$ cat config.mk
export PLATFORM = sky130hd
export DESIGN_NAME = spi_cfg_sequencer
export DESIGN_NICKNAME = d
export VERILOG_FILES = /design/src/rtl/spi_cfg_sequencer.sv
export SDC_FILE = /design/constraint.sdc
export NUM_CORES = 1
export LEC_CHECK = 0
export ABC_AREA = 0
export ABC_CLOCK_PERIOD_IN_PS = 3200
export BUFFER_PORTS_ARGS = -buffer_cell sky130_fd_sc_hd__buf_4
export CAP_MARGIN = 20
export CORE_MARGIN = 3
export CORE_UTILIZATION = 54
export DETAILED_ROUTE_END_ITERATION = 8
export PLACE_DENSITY = 0.74
export SETUP_SLACK_MARGIN = 0.4
export SYNTH_ARGS = -nofsm -noshare
export SYNTH_HDL_FRONTEND = slang
export SYNTH_SLANG_ARGS = --single-unit
$ cat constraint.sdc
create_clock -name sys_clk -period 3.2 [get_ports sys_clk]
set_input_delay 0.32 -clock sys_clk [delete_from_list [all_inputs] [get_ports sys_clk]]
set_output_delay 0.32 -clock sys_clk [all_outputs]
set_load 0.02 [all_outputs]
$ cat src/rtl/spi_cfg_sequencer.sv
// SPI master: shifts a config table to the slave, reads back one word, compares.
// Ports: sys_clk/sys_rst_n, cfg_*/exp_* table load, start, spi_* pins, busy/done/pass.
module spi_cfg_sequencer #(
  parameter int CLK_DIV      = 100,
  parameter int WORD_W       = 16,
  parameter int NUM_WORDS    = 16,
  parameter int LEAD_PERIODS = 4,
  parameter int GAP_PERIODS  = 10
) (
  input  logic                         sys_clk,
  input  logic                         sys_rst_n,
  input  logic                         cfg_we,
  input  logic [$clog2(NUM_WORDS)-1:0] cfg_addr,
  input  logic [WORD_W-1:0]            cfg_wdata,
  input  logic                         exp_we,
  input  logic [WORD_W-1:0]            exp_wdata,
  input  logic                         start,
  input  logic                         spi_out,
  output logic                         spi_in,
  output logic                         spi_clk_out,
  output logic                         spi_en,
  output logic                         busy,
  output logic                         done,
  output logic                         pass
);
  localparam int AW = $clog2(NUM_WORDS);
  localparam int BW = $clog2(WORD_W);
  localparam int DW = $clog2(CLK_DIV);
  localparam int CW = $clog2(LEAD_PERIODS + GAP_PERIODS + WORD_W + 1);

  typedef enum logic [2:0] {
    S_IDLE, S_LEAD, S_WRITE, S_GAP, S_READ, S_DONE
  } state_t;

  state_t            state_q, state_d;
  logic [DW-1:0]     div_q, div_d;
  logic              sclk_q, sclk_d;
  logic [CW-1:0]     cnt_q, cnt_d;
  logic [AW-1:0]     word_q, word_d;
  logic [BW-1:0]     bit_q, bit_d;
  logic [WORD_W-1:0] cap_q, cap_d;
  logic              spi_in_q, spi_in_d;
  logic              spi_en_q, spi_en_d;
  logic              spi_clk_q, spi_clk_d;
  logic              done_q, done_d;
  logic              pass_q, pass_d;

  logic [WORD_W-1:0] tbl_q [NUM_WORDS];
  logic [WORD_W-1:0] exp_q;

  logic          tick, rise, fall;
  logic [AW-1:0] nxt_word;
  logic [BW-1:0] nxt_bit;

  assign busy = (state_q != S_IDLE) && (state_q != S_DONE);

  always_comb begin
    state_d  = state_q;
    cnt_d    = cnt_q;
    word_d   = word_q;
    bit_d    = bit_q;
    cap_d    = cap_q;
    spi_in_d = spi_in_q;
    spi_en_d = spi_en_q;
    done_d   = done_q;
    pass_d   = pass_q;

    tick   = busy && (div_q == DW'(CLK_DIV - 1));
    rise   = tick && !sclk_q;
    fall   = tick && sclk_q;
    div_d  = (busy && !tick) ? div_q + 1'b1 : '0;
    sclk_d = busy ? (sclk_q ^ tick) : 1'b0;

    if (bit_q == '0) begin
      nxt_bit  = BW'(WORD_W - 1);
      nxt_word = word_q + 1'b1;
    end else begin
      nxt_bit  = bit_q - 1'b1;
      nxt_word = word_q;
    end

    unique case (state_q)
      S_IDLE, S_DONE: begin
        if (start) begin
          state_d  = S_LEAD;
          done_d   = 1'b0;
          pass_d   = 1'b0;
          div_d    = '0;
          sclk_d   = 1'b0;
          cnt_d    = '0;
          word_d   = '0;
          bit_d    = '0;
          spi_en_d = 1'b1;
          spi_in_d = 1'b0;
        end
      end
      S_LEAD: begin
        if (fall) begin
          if (cnt_q == CW'(LEAD_PERIODS - 1)) begin
            state_d  = S_WRITE;
            word_d   = '0;
            bit_d    = BW'(WORD_W - 1);
            spi_in_d = tbl_q[0][WORD_W-1];
            spi_en_d = 1'b0;
          end else begin
            cnt_d = cnt_q + 1'b1;
          end
        end
      end
      S_WRITE: begin
        if (fall) begin
          // Reaching a fall on the last bit means its rise already happened.
          if (word_q == AW'(NUM_WORDS - 1) && bit_q == '0) begin
            state_d  = S_GAP;
            spi_en_d = 1'b1;
            spi_in_d = 1'b0;
            cnt_d    = '0;
          end else begin
            word_d   = nxt_word;
            bit_d    = nxt_bit;
            spi_in_d = tbl_q[nxt_word][nxt_bit];
          end
        end
      end
      S_GAP: begin
        if (fall) begin
          if (cnt_q == CW'(GAP_PERIODS - 1)) begin
            state_d  = S_READ;
            spi_en_d = 1'b0;
            cnt_d    = '0;
          end else begin
            cnt_d = cnt_q + 1'b1;
          end
        end
      end
      S_READ: begin
        if (rise) begin
          cap_d = {cap_q[WORD_W-2:0], spi_out};
          cnt_d = cnt_q + 1'b1;
        end
        if (fall && cnt_q == CW'(WORD_W)) begin
          state_d  = S_DONE;
          spi_en_d = 1'b1;
          done_d   = 1'b1;
          pass_d   = (cap_q == exp_q);
        end
      end
      default: state_d = S_IDLE;
    endcase

    spi_clk_d = sclk_d & ~spi_en_d;
  end

  always_ff @(posedge sys_clk) begin
    if (!sys_rst_n) begin
      state_q   <= S_IDLE;
      div_q     <= '0;
      sclk_q    <= 1'b0;
      cnt_q     <= '0;
      word_q    <= '0;
      bit_q     <= '0;
      cap_q     <= '0;
      spi_in_q  <= 1'b0;
      spi_en_q  <= 1'b1;
      spi_clk_q <= 1'b0;
      done_q    <= 1'b0;
      pass_q    <= 1'b0;
    end else begin
      state_q   <= state_d;
      div_q     <= div_d;
      sclk_q    <= sclk_d;
      cnt_q     <= cnt_d;
      word_q    <= word_d;
      bit_q     <= bit_d;
      cap_q     <= cap_d;
      spi_in_q  <= spi_in_d;
      spi_en_q  <= spi_en_d;
      spi_clk_q <= spi_clk_d;
      done_q    <= done_d;
      pass_q    <= pass_d;
    end
  end

  // Table and expected word survive reset; loads are locked out mid-run.
  always_ff @(posedge sys_clk) begin
    if (cfg_we && !busy) tbl_q[cfg_addr] <= cfg_wdata;
    if (exp_we && !busy) exp_q <= exp_wdata;
  end

  assign spi_in      = spi_in_q;
  assign spi_en      = spi_en_q;
  assign spi_clk_out = spi_clk_q;
  assign done        = done_q;
  assign pass        = pass_q;
endmodule

* Yosys cells after proc, flatten, opt, wreduce, memory -nomap -nowiden
Memories as Yosys holds them, arrays and structs flattened.
Cells that the tools add are included.
** Word-level totals
- RAM bits :: 256
- Register bits after elaboration :: 61
- Input port bits :: 42
- Logic and storage cells :: 130
- Output and inout port bits :: 6
- Memories kept :: 1
** Cells by class
- Bitwise gates (word level) :: 3
- Reductions and logical operators :: 25
- Equal/unequal tests :: 23
- $lt $le $gt $ge :: 1
- Multiplexer cells :: 60
- Add/subtract/negate cells :: 4
** Memory list
- tbl_q :: depth 16, width 16, read ports 2, clocked after Yosys merged registers in 0, wr ports 1, RTL line 48 : logic [WORD_W-1:0] tbl_q [NUM_WORDS];
** Operator list (number)
- 2-to-1 mux 4 bit :: 11
- 2-to-1 mux 5 bit :: 8
- case mux 5 bit (5 select lines) :: 1
- 2-to-1 mux 3 bit :: 8
- case mux 4 bit (3 select lines) :: 2
- != test 2 bit (second input constant) :: 11
- 2-to-1 mux 1 bit :: 21
- 2-to-1 mux 7 bit :: 3
- == test 16 bit :: 1
- AND reduction 8 bit :: 2
- case mux 3 bit (5 select lines) :: 1
- logical AND 1 bit :: 9
- adder 7 x 1 -> 7 bit (second input constant) :: 1
- == test 7 bit (second input constant) :: 1
- == test 3 x 2 -> 1 bit (second input constant) :: 2
- == test 3 bit (second input constant) :: 2
- AND reduction 6 bit :: 1
- nonzero test 3 bit :: 2
- adder 5 x 1 -> 5 bit (second input constant) :: 1
- == test 5 x 2 -> 1 bit (second input constant) :: 1
- == test 5 x 4 -> 1 bit (second input constant) :: 1
- == test 5 bit (second input constant) :: 1
- < comparator 4 x 5 -> 1 bit (second input constant) :: 1
- case mux 1 bit (5 select lines) :: 1
- other kinds (20) :: 23

* Depth between registers and ports, before layout
Gate-level depths: netlist of the first run.
- Depth after elaboration :: 9
- Mapped depth :: 15
- Depth with buffers taken out :: 13

* Worst setup path after synthesis of the first run
OpenSTA, ideal clock, no wires.
- Path type :: register to register
- Start point :: reg state_q[0]
- End point :: mem tbl_q[0][0] (enable)
- Setup slack :: 118 ps
- Required time :: 2791 ps
- Buffers on the path :: 1
- Library setup time :: 409 ps
- Cell stages (with the launch flop) :: 7
- Data arrival time :: 2672 ps
- Clock period less this slack :: 3082 ps
- Cells stage by stage :: dfxtp_1 > clkbuf_1 > or2_2 > a21oi_1 > nand2_1 > or3_1 > nor3_1
** Between the ends
- Word-level cells in the longest chain between the ends :: 6
- Elaborated cells between the ends (all ways) :: 7
- Those cells by class :: eq/ne: 1; mux: 2; reduce/logical: 4
** Ends and longest elaborated chain
- from (decl) :: RTL line 35 : state_t state_q, state_d;
- from (signal assigned) :: RTL line 169 : state_q <= state_d;
- != test 3 bit or nonzero test 3 bit (tied branches) :: RTL line 55 : assign busy = (state_q != S_IDLE) && (state_q != S_DONE);
- logical AND 1 bit (*) :: RTL line 55
- logical NOT 1 bit (*) :: RTL line 186 : if (cfg_we && !busy) tbl_q[cfg_addr] <= cfg_wdata;
- logical AND 1 bit (*) :: RTL line 186
- 2-to-1 mux 1 bit (*) :: RTL line 186
- 2-to-1 mux 1 bit (not written as such) (*) :: RTL line 186
- to (decl) :: RTL line 48
Every way passes the cells marked *; elsewhere a longest branch is shown, timed or not.

* Worst setup path in the final report of the first run
- Start point :: reg word_q[1]
- End point :: reg spi_in_q, in the netlist spi_in
** Between the ends
- Word-level cells in the longest chain between the ends :: 8
- Elaborated cells between the ends (all ways) :: 10
- Those cells by class :: add/sub: 1; eq/ne: 1; mux: 6; reduce/logical: 1; memory: 1
** Ends and longest elaborated chain
- from (decl) :: RTL line 39 : logic [AW-1:0] word_q, word_d;
- from (signal assigned) :: RTL line 173 : word_q <= word_d;
- adder 4 x 1 -> 4 bit :: RTL line 76 : nxt_word = word_q + 1'b1;
- 2-to-1 mux 4 bit :: RTL line 74 : if (bit_q == '0) begin
- memory (16 x 16 bit)
- binary-select mux 1 bit (select 4 bit) :: RTL line 121 : spi_in_d = tbl_q[nxt_word][nxt_bit];
- 2-to-1 mux 1 bit (not written as such) :: RTL line 121
- 2-to-1 mux 1 bit (*) :: RTL line 113 : if (word_q == AW'(NUM_WORDS - 1) && bit_q == '0) begin
- 2-to-1 mux 1 bit (*) :: RTL line 111 : if (fall) begin
- case mux 1 bit (3 select lines) (*) :: RTL line 82 : unique case (state_q)
- to (signal assigned) :: RTL line 176 : spi_in_q <= spi_in_d;
- to (decl) :: RTL line 42 : logic spi_in_q, spi_in_d;
Every way passes the cells marked *; elsewhere a longest branch is shown, timed or not. The select of a mux whose other input is x is not followed.
A chain may end at the register's enable or synchronous reset.

==> flow_metrics.tcl, run 1 <==
set metrics [dict create \
    status "finished clean" \
    syn_inst 1116 \
    synth_area_um2 14900 \
    synth_nets 1166 \
    syn2layout_area_growth_pct 20.1 \
    die_h_um 172 \
    synth-main-ff-cell "edfxtp_1" \
    grt_antenna_before_repair 0 \
    cts_sinks 317 \
    cts-root-buf "clkbuf_16" \
    dp_hpwl_mm 24.1 \
    io_buffers 47 \
    skew_ns 0.0101 \
    cts_buffers 34 \
    drtIter0Drc 1252 \
    tns_ns 0 \
    gp_congestion 0.961 \
    r2r-start "word_q[1]$_SDFFE_PN0P_" \
    synth-edff-count 272 \
    hold_depth 2 \
    stdcell_count 1595 \
    grt_pass1_vias 10200 \
    cts-htree-levels 2 \
    hold_start "sys_rst_n" \
    drive_above_1_share_pct 24.2 \
    final_cell_mix "edfxtp_1 (272), buf_4 (115), mux2i_1 (108), nand2_1 (108), nor2_1 (46)" \
    grt.overflow.total 0 \
    n_fill_cell 1827 \
    nets 1282 \
    ys_ff_latch 317 \
    critPathKind "reg -> reg" \
    min_period_over_period_pct 90.7 \
    setup_viol 0 \
    synth_area_leaders "edfxtp_1 (55%), mux2i_1 (7.3%), dfxtp_1 (6.1%)" \
    layout_commonest_cell "edfxtp_1" \
    grt_pass1_wl_mm 58.9 \
    endpoint "spi_in$_SDFFE_PN0P_" \
    grt_max_degree 51 \
    post-route-util_pct 66.0 \
    boundaryPins 48 \
    r2r_end "spi_in$_SDFFE_PN0P_" \
    final_cell_area_um2 17800 \
    fmax_mhz 345 \
    crit_fanout 6 \
    hold_viol_final 0 \
    clkTransAtPathRegs_ns 0.06 \
    clk_latency_ns 0.51 \
    yosysSeqAreaShare_pct 61.1 \
    yosysUniqueCellTypes 81 \
    drv_slew 0 \
    hold_path_class "in -> reg" \
    cts_tree "yes" \
    ant_nets 0 \
    drt_first_pass_iters 8 \
    power_density_nw_per_um2 670 \
    worst-r2r-cell-count 12 \
    vias_per_cell 6.54 \
    period_needed_ns 2.90 \
    ir_worst_vdd_v 0.000514 \
    rows 60 \
    arrival_ns 3.27 \
    diodes 0 \
    die_width_um 172 \
    grt_util_all_layers_pct 26.3 \
    start_util_pct 55.0 \
    placedCellCount 1491 \
    r2r_slack_ns 0.30 \
    startpoint "word_q[1]$_SDFFE_PN0P_" \
    via_count 10400 \
    syn_avg_cell_area_um2 13.3 \
    p_leak_nw 5.73 \
    synth_warnings 0 \
    post_dp_cell_area_um2 15900 \
    worstMarginPinSlew_ns 1.05 \
    crit_path_end_kind "register" \
    worstSetupStartpointType "register" \
    wire_per_inst_um 25.0 \
    die_area_um2 29500 \
    hold_ws_ns 0.0620 \
    core_um2 27000 \
    cap_viol_max_count 0 \
    yosys.area.top_type "edfxtp_1" \
    relSlewSlack_pct 29.0 \
    yosysTopAreaCellShare_pct 55.0 \
    routed_wl_mm 39.8 \
    route.detailed.drc 0 \
    async_flop_share_pct 0 \
    clock_path_buffers 3 \
    rsz0062_at_grt "yes" \
    worst_ep_required_time_ns 3.57 \
]
-- Yosys cell counts (6+ instances only) --
cell type / instances
a211oi_1: 10
nand2_1: 109
nor3_1: 26
clkbuf_1: 30
nor2_1: 62
a31oi_1: 6
buf_4: 7
xnor2_1: 26
mux2_2: 6
edfxtp_1: 272
o211ai_1: 10
a2111oi_0: 8
buf_2: 29
mux2i_1: 108
buf_1: 6
nor2b_1: 6
nand3_1: 19
o21ai_0: 32
dfxtp_1: 45
ha_1: 8
inv_1: 20
mux4_2: 36
nor4_1: 7
o22ai_1: 9
nand4_1: 25
a21oi_1: 40
o32ai_1: 30
and3_1: 8
-- how the worst min path moves through the flow --
stage,slack [ns],end
6_report,0.06,spi_en$_SDFF_PN1_
3_5_place_dp,0.44,div_q[0]$_SDFF_PN0_
4_1_cts,0.05,spi_en$_SDFF_PN1_
3_3_place_gp,0.43,div_q[0]$_SDFF_PN0_
2_1_floorplan,0.41,div_q[0]$_SDFF_PN0_
5_1_grt,0.07,spi_en$_SDFF_PN1_
-- flip-flops by register name (all words and copies together) (netlist names) --
signal and count:
tbl_q 256, cap_q 16, exp_q 16, div_q 7, cnt_q 5, bit_q 4, word_q 4, state_q 3
done 1, pass 1, sclk_q 1, spi_clk_out 1, spi_en 1, spi_in 1
-- through the flow --
step | power, mW | worst slack [ns]
2_1_floorplan | 6.52 | 0.407
3_3_place_gp | 7.39 | 0.200
3_5_place_dp | 7.43 | 0.123
4_1_cts | 11.4 | 0.364
5_1_grt | 12.4 | 0.184
6_report | 12.0 | 0.299
-- kinds of logic after synthesis --
kind of cell    share of synthesized area, %
simple gates                            10.2
flops                                   61.1
compound gates                          10.1
fa+ha+maj                              0.674
buf+inv                                 3.18
xor+xnor                                1.65
mux                                     13.2
-- routing by layer --
| layer | vias up | GRT usage (%) | part of all wire [%] |
|---|---|---|---|
| met5 | - | 0 | 0 |
| met3 | 126 | 4.14 | 8.5 |
| li1 | 4607 | - | - |
| met1 | 5158 | 35.7 | 39 |
| met4 | 0 | 11.2 | 4.5 |
| met2 | 542 | 42.7 | 48 |
-- power breakdown --
| part | switching (mW) | internal [mW] |
|---|---|---|
| Sequential | 0.109 | 4.66 |
| Combinational | 1.86 | 1.42 |
| Clock | 1.57 | 2.34 |
| Total | 3.53 | 8.42 |
-- worst max-delay path, stage by stage, from the launching register on --
cell and delay [ns]:
dfxtp_4 0.38, ha_4 0.28, or4b_4 0.59, buf_12 0.17, clkbuf_16 0.15, buf_6 0.13, o21ai_1 0.13, o22ai_1 0.11
o211ai_1 0.12, nand4_1 0.16, and4_1 0.21, nor4_4 0.24, o32ai_2 0.11
-- what timing repair did --
action	4_1_cts	5_1_grt
cloned	1	3
pin swaps	2	20
endpoints found under the hold margin	16	0
endpoints found under the setup margin	5	20
hold buffers	16	0
gates resized for setup	23	53
setup buffers	2	24
-- cell type report --
class / count / area, µm² / share of cell area [%]
clock buffer: 41 / 908 / 5.09
clock inverter: 17 / 190 / 1.07
inverter: 22 / 82.6 / 0.463
multi-input combinational: 700 / 5640 / 31.6
sequential: 317 / 9080 / 50.9
tap: 341 / 427 / 2.39
timing repair buffer: 157 / 1520 / 8.51
Note: power is estimated with default switching activity, not from simulation.
==> run 2, diff against run 1 <==
--- a/config.mk
+++ b/config.mk
@@ -6,13 +6,13 @@
 export NUM_CORES = 1
 export LEC_CHECK = 0
 export ABC_AREA = 0
-export ABC_CLOCK_PERIOD_IN_PS = 3200
+export ABC_CLOCK_PERIOD_IN_PS = 3000
 export BUFFER_PORTS_ARGS = -buffer_cell sky130_fd_sc_hd__buf_4
 export CAP_MARGIN = 20
 export CORE_MARGIN = 3
 export CORE_UTILIZATION = 54
 export DETAILED_ROUTE_END_ITERATION = 8
-export PLACE_DENSITY = 0.74
+export PLACE_DENSITY = 0.71
 export SETUP_SLACK_MARGIN = 0.4
 export SYNTH_ARGS = -nofsm -noshare
 export SYNTH_HDL_FRONTEND = slang
==> constraint.sdc (replaced) <==
create_clock -name sys_clk -period 3 [get_ports sys_clk]
set_input_delay 0.3 -clock sys_clk [delete_from_list [all_inputs] [get_ports sys_clk]]
set_output_delay 0.3 -clock sys_clk [all_outputs]
set_load 0.02 [all_outputs]
==> run 2 against run 1 <==
Cell count is 1.4% higher. Wire length is 1.3% higher. Design area is 1.3% higher. Utilization is 0.84 points higher. Largest power group unchanged. Register-to-register slack worse by 0.14 ns. Non-clock buffer count is 19 higher. Global-route usage is 1.1 points higher. Worst hold slack worse by 0.030 ns. Critical path depth is 1 lower. Die area stayed put. Power is 8.3% higher.
==> flow_metrics.tcl, run 2 (synthesized netlist as in run 1, its figures left out) <==
set metrics [dict create \
    nets 1302 \
    comb_power_share_pct 27.4 \
    grt.overflow.total 0 \
    ir_worst_vdd_v 0.000538 \
    rsz0062_at_grt "yes" \
    worstSetupStartpointType "register" \
    cts-root-buf "clkbuf_16" \
    io_buffers 47 \
    core_um2 27000 \
    largest-register "tbl_q" \
    endpoint "spi_in$_SDFFE_PN0P_" \
    dp_hpwl_mm 24.4 \
    die_width_um 172 \
    worstMarginPinSlew_ns 0.904 \
    grt_pass1_vias 10500 \
    min_period_over_period_pct 94.8 \
    hold_viol_final 0 \
    grt_antenna_before_repair 0 \
    post-route-util_pct 66.9 \
    final_cell_mix "edfxtp_1 (272), buf_4 (132), mux2i_1 (108), nand2_1 (108), nor2_1 (48)" \
    r2r_slack_ns 0.16 \
    crit_chain "buf_4 -> buf_16 -> buf_6 -> mux2i_1 -> mux4_2 -> a21boi_1 -> a311oi_1 -> a211o_1 -> and4b_1 -> nor4_2 -> o32ai_1" \
    gp_congestion 0.956 \
    clk_latency_ns 0.51 \
    p_clk_share_pct 33.5 \
    cts_buffers 35 \
    via_count 10600 \
    final_cell_area_um2 18100 \
    n_fill_cell 1875 \
    hold_ws_ns 0.0322 \
    drv_slew 0 \
    start_util_pct 55.0 \
    vias_per_cell 6.56 \
    drive_above_1_share_pct 26.2 \
    r2r_end "spi_in$_SDFFE_PN0P_" \
    drtIter0Drc 1327 \
    cap_viol_max_count 0 \
    reg_top3 "tbl_q (256), cap_q (16), exp_q (16)" \
    largest_reg_flops 256 \
    drt_first_pass_iters 5 \
    seq_power_share_pct 39.0 \
    crit_fanout 26 \
    syn2layout_area_growth_pct 21.7 \
    internal_power_mw 9.20 \
    boundaryPins 48 \
    worst_ep_required_time_ns 3.38 \
    crit_path_end_kind "register" \
    clkTransAtPathRegs_ns 0.06 \
    status "finished clean" \
    die_area_um2 29500 \
    tns_ns 0 \
    grt_pass1_wl_mm 61.2 \
    routed_wl_mm 40.3 \
    die_h_um 172 \
    fmax_mhz 352 \
    power_density_nw_per_um2 717 \
    slowest_stage "dfxtp_4" \
    setup_viol 0 \
    grt_max_degree 66 \
    startpoint "word_q[1]$_SDFFE_PN0P_" \
    arrival_ns 3.23 \
    worst-r2r-cell-count 11 \
    relSlewSlack_pct 38.9 \
    p_leak_nw 5.85 \
    grt_util_all_layers_pct 27.4 \
    cpPeakStageDelay_ns 0.36 \
    cts_tree "yes" \
    wire_per_inst_um 24.9 \
    diodes 0 \
    critPathKind "reg -> reg" \
    r2r-start "word_q[1]$_SDFFE_PN0P_" \
    cts_sinks 317 \
    skew_ns 0.0107 \
    cts-htree-levels 2 \
    hold_path_class "in -> reg" \
    ant_nets 0 \
    layout_commonest_cell "edfxtp_1" \
    rows 60 \
    period_needed_ns 2.84 \
    post_dp_cell_area_um2 16100 \
    p_sw_share_pct 29.0 \
    switchingPower_mw 3.75 \
    clock_path_buffers 3 \
    route.detailed.drc 0 \
]
## run 2: area by class of cell
class / instances / area (µm²) / area share (%)
clock buffers: 40 / 937 / 5.19
clock inverters: 22 / 234 / 1.29
multi-input cells: 700 / 5660 / 31.3
flip-flops and latches: 317 / 9080 / 50.2
well taps: 341 / 427 / 2.36
inverters: 22 / 87.6 / 0.485
repair buffers: 176 / 1640 / 9.10
## run 2: power by group through the flow
| stage | registers (mW) | clock network [mW] | logic (mW) |
|---|---|---|---|
| floorplan | 5.12 | 0 | 1.85 |
| global placement | 5.13 | 0 | 2.86 |
| CTS | 5.05 | 4.39 | 3.29 |
| detailed placement | 5.14 | 0 | 2.90 |
| finish | 5.06 | 4.34 | 3.55 |
| global route | 5.07 | 4.60 | 3.78 |
## run 2: per-stage QoR
stage / worst slack [ns] / std cells / total power [mW]
detailed placement: -0.161 / 1510 / 8.04
global route: 0.0836 / 1618 / 13.4
global placement: -0.0436 / 1510 / 7.99
floorplan: 0.275 / 1116 / 6.97
CTS: 0.214 / 1610 / 12.7
finish: 0.156 / 1618 / 13.0
## run 2: routing by layer
layer	part of all wire [%]	up-vias	track usage (%)
met2	48	572	45.4
met3	8.0	111	4.78
met1	40	5282	36.3
li1	-	4652	-
met5	0	-	0
met4	4.1	0	11.2
## run 2: worst min-delay path by stage
| stage | startpoint | end | cells after the start |
|---|---|---|---|
| 5_1_grt | sys_rst_n | spi_en$_SDFF_PN1_ | 2 |
| 2_1_floorplan | exp_wdata[0] | exp_q[0]$_DFFE_PP_ | 0 |
| 3_5_place_dp | div_q[0]$_SDFF_PN0_ | div_q[0]$_SDFF_PN0_ | 1 |
| 3_3_place_gp | div_q[0]$_SDFF_PN0_ | div_q[0]$_SDFF_PN0_ | 1 |
| 6_report | sys_rst_n | spi_en$_SDFF_PN1_ | 2 |
| 4_1_cts | sys_rst_n | spi_en$_SDFF_PN1_ | 2 |
## run 2: critical path, delay by kind of cell (launching register included)
kind,cells,cell delay [ns]
AO/OA/AOI/OAI,4,0.67
flip-flops,1,0.36
multiplexers,2,0.49
buffers and inverters,3,0.67
AND/OR/NAND/NOR,2,0.51
## run 2: repair_timing
action	CTS	global route
gates resized for setup	55	35
hold buffers	16	0
gates cloned	3	0
endpoints found under the hold margin	16	0
endpoints found under the setup margin	19	20
pin swaps	22	25
setup buffers	19	8
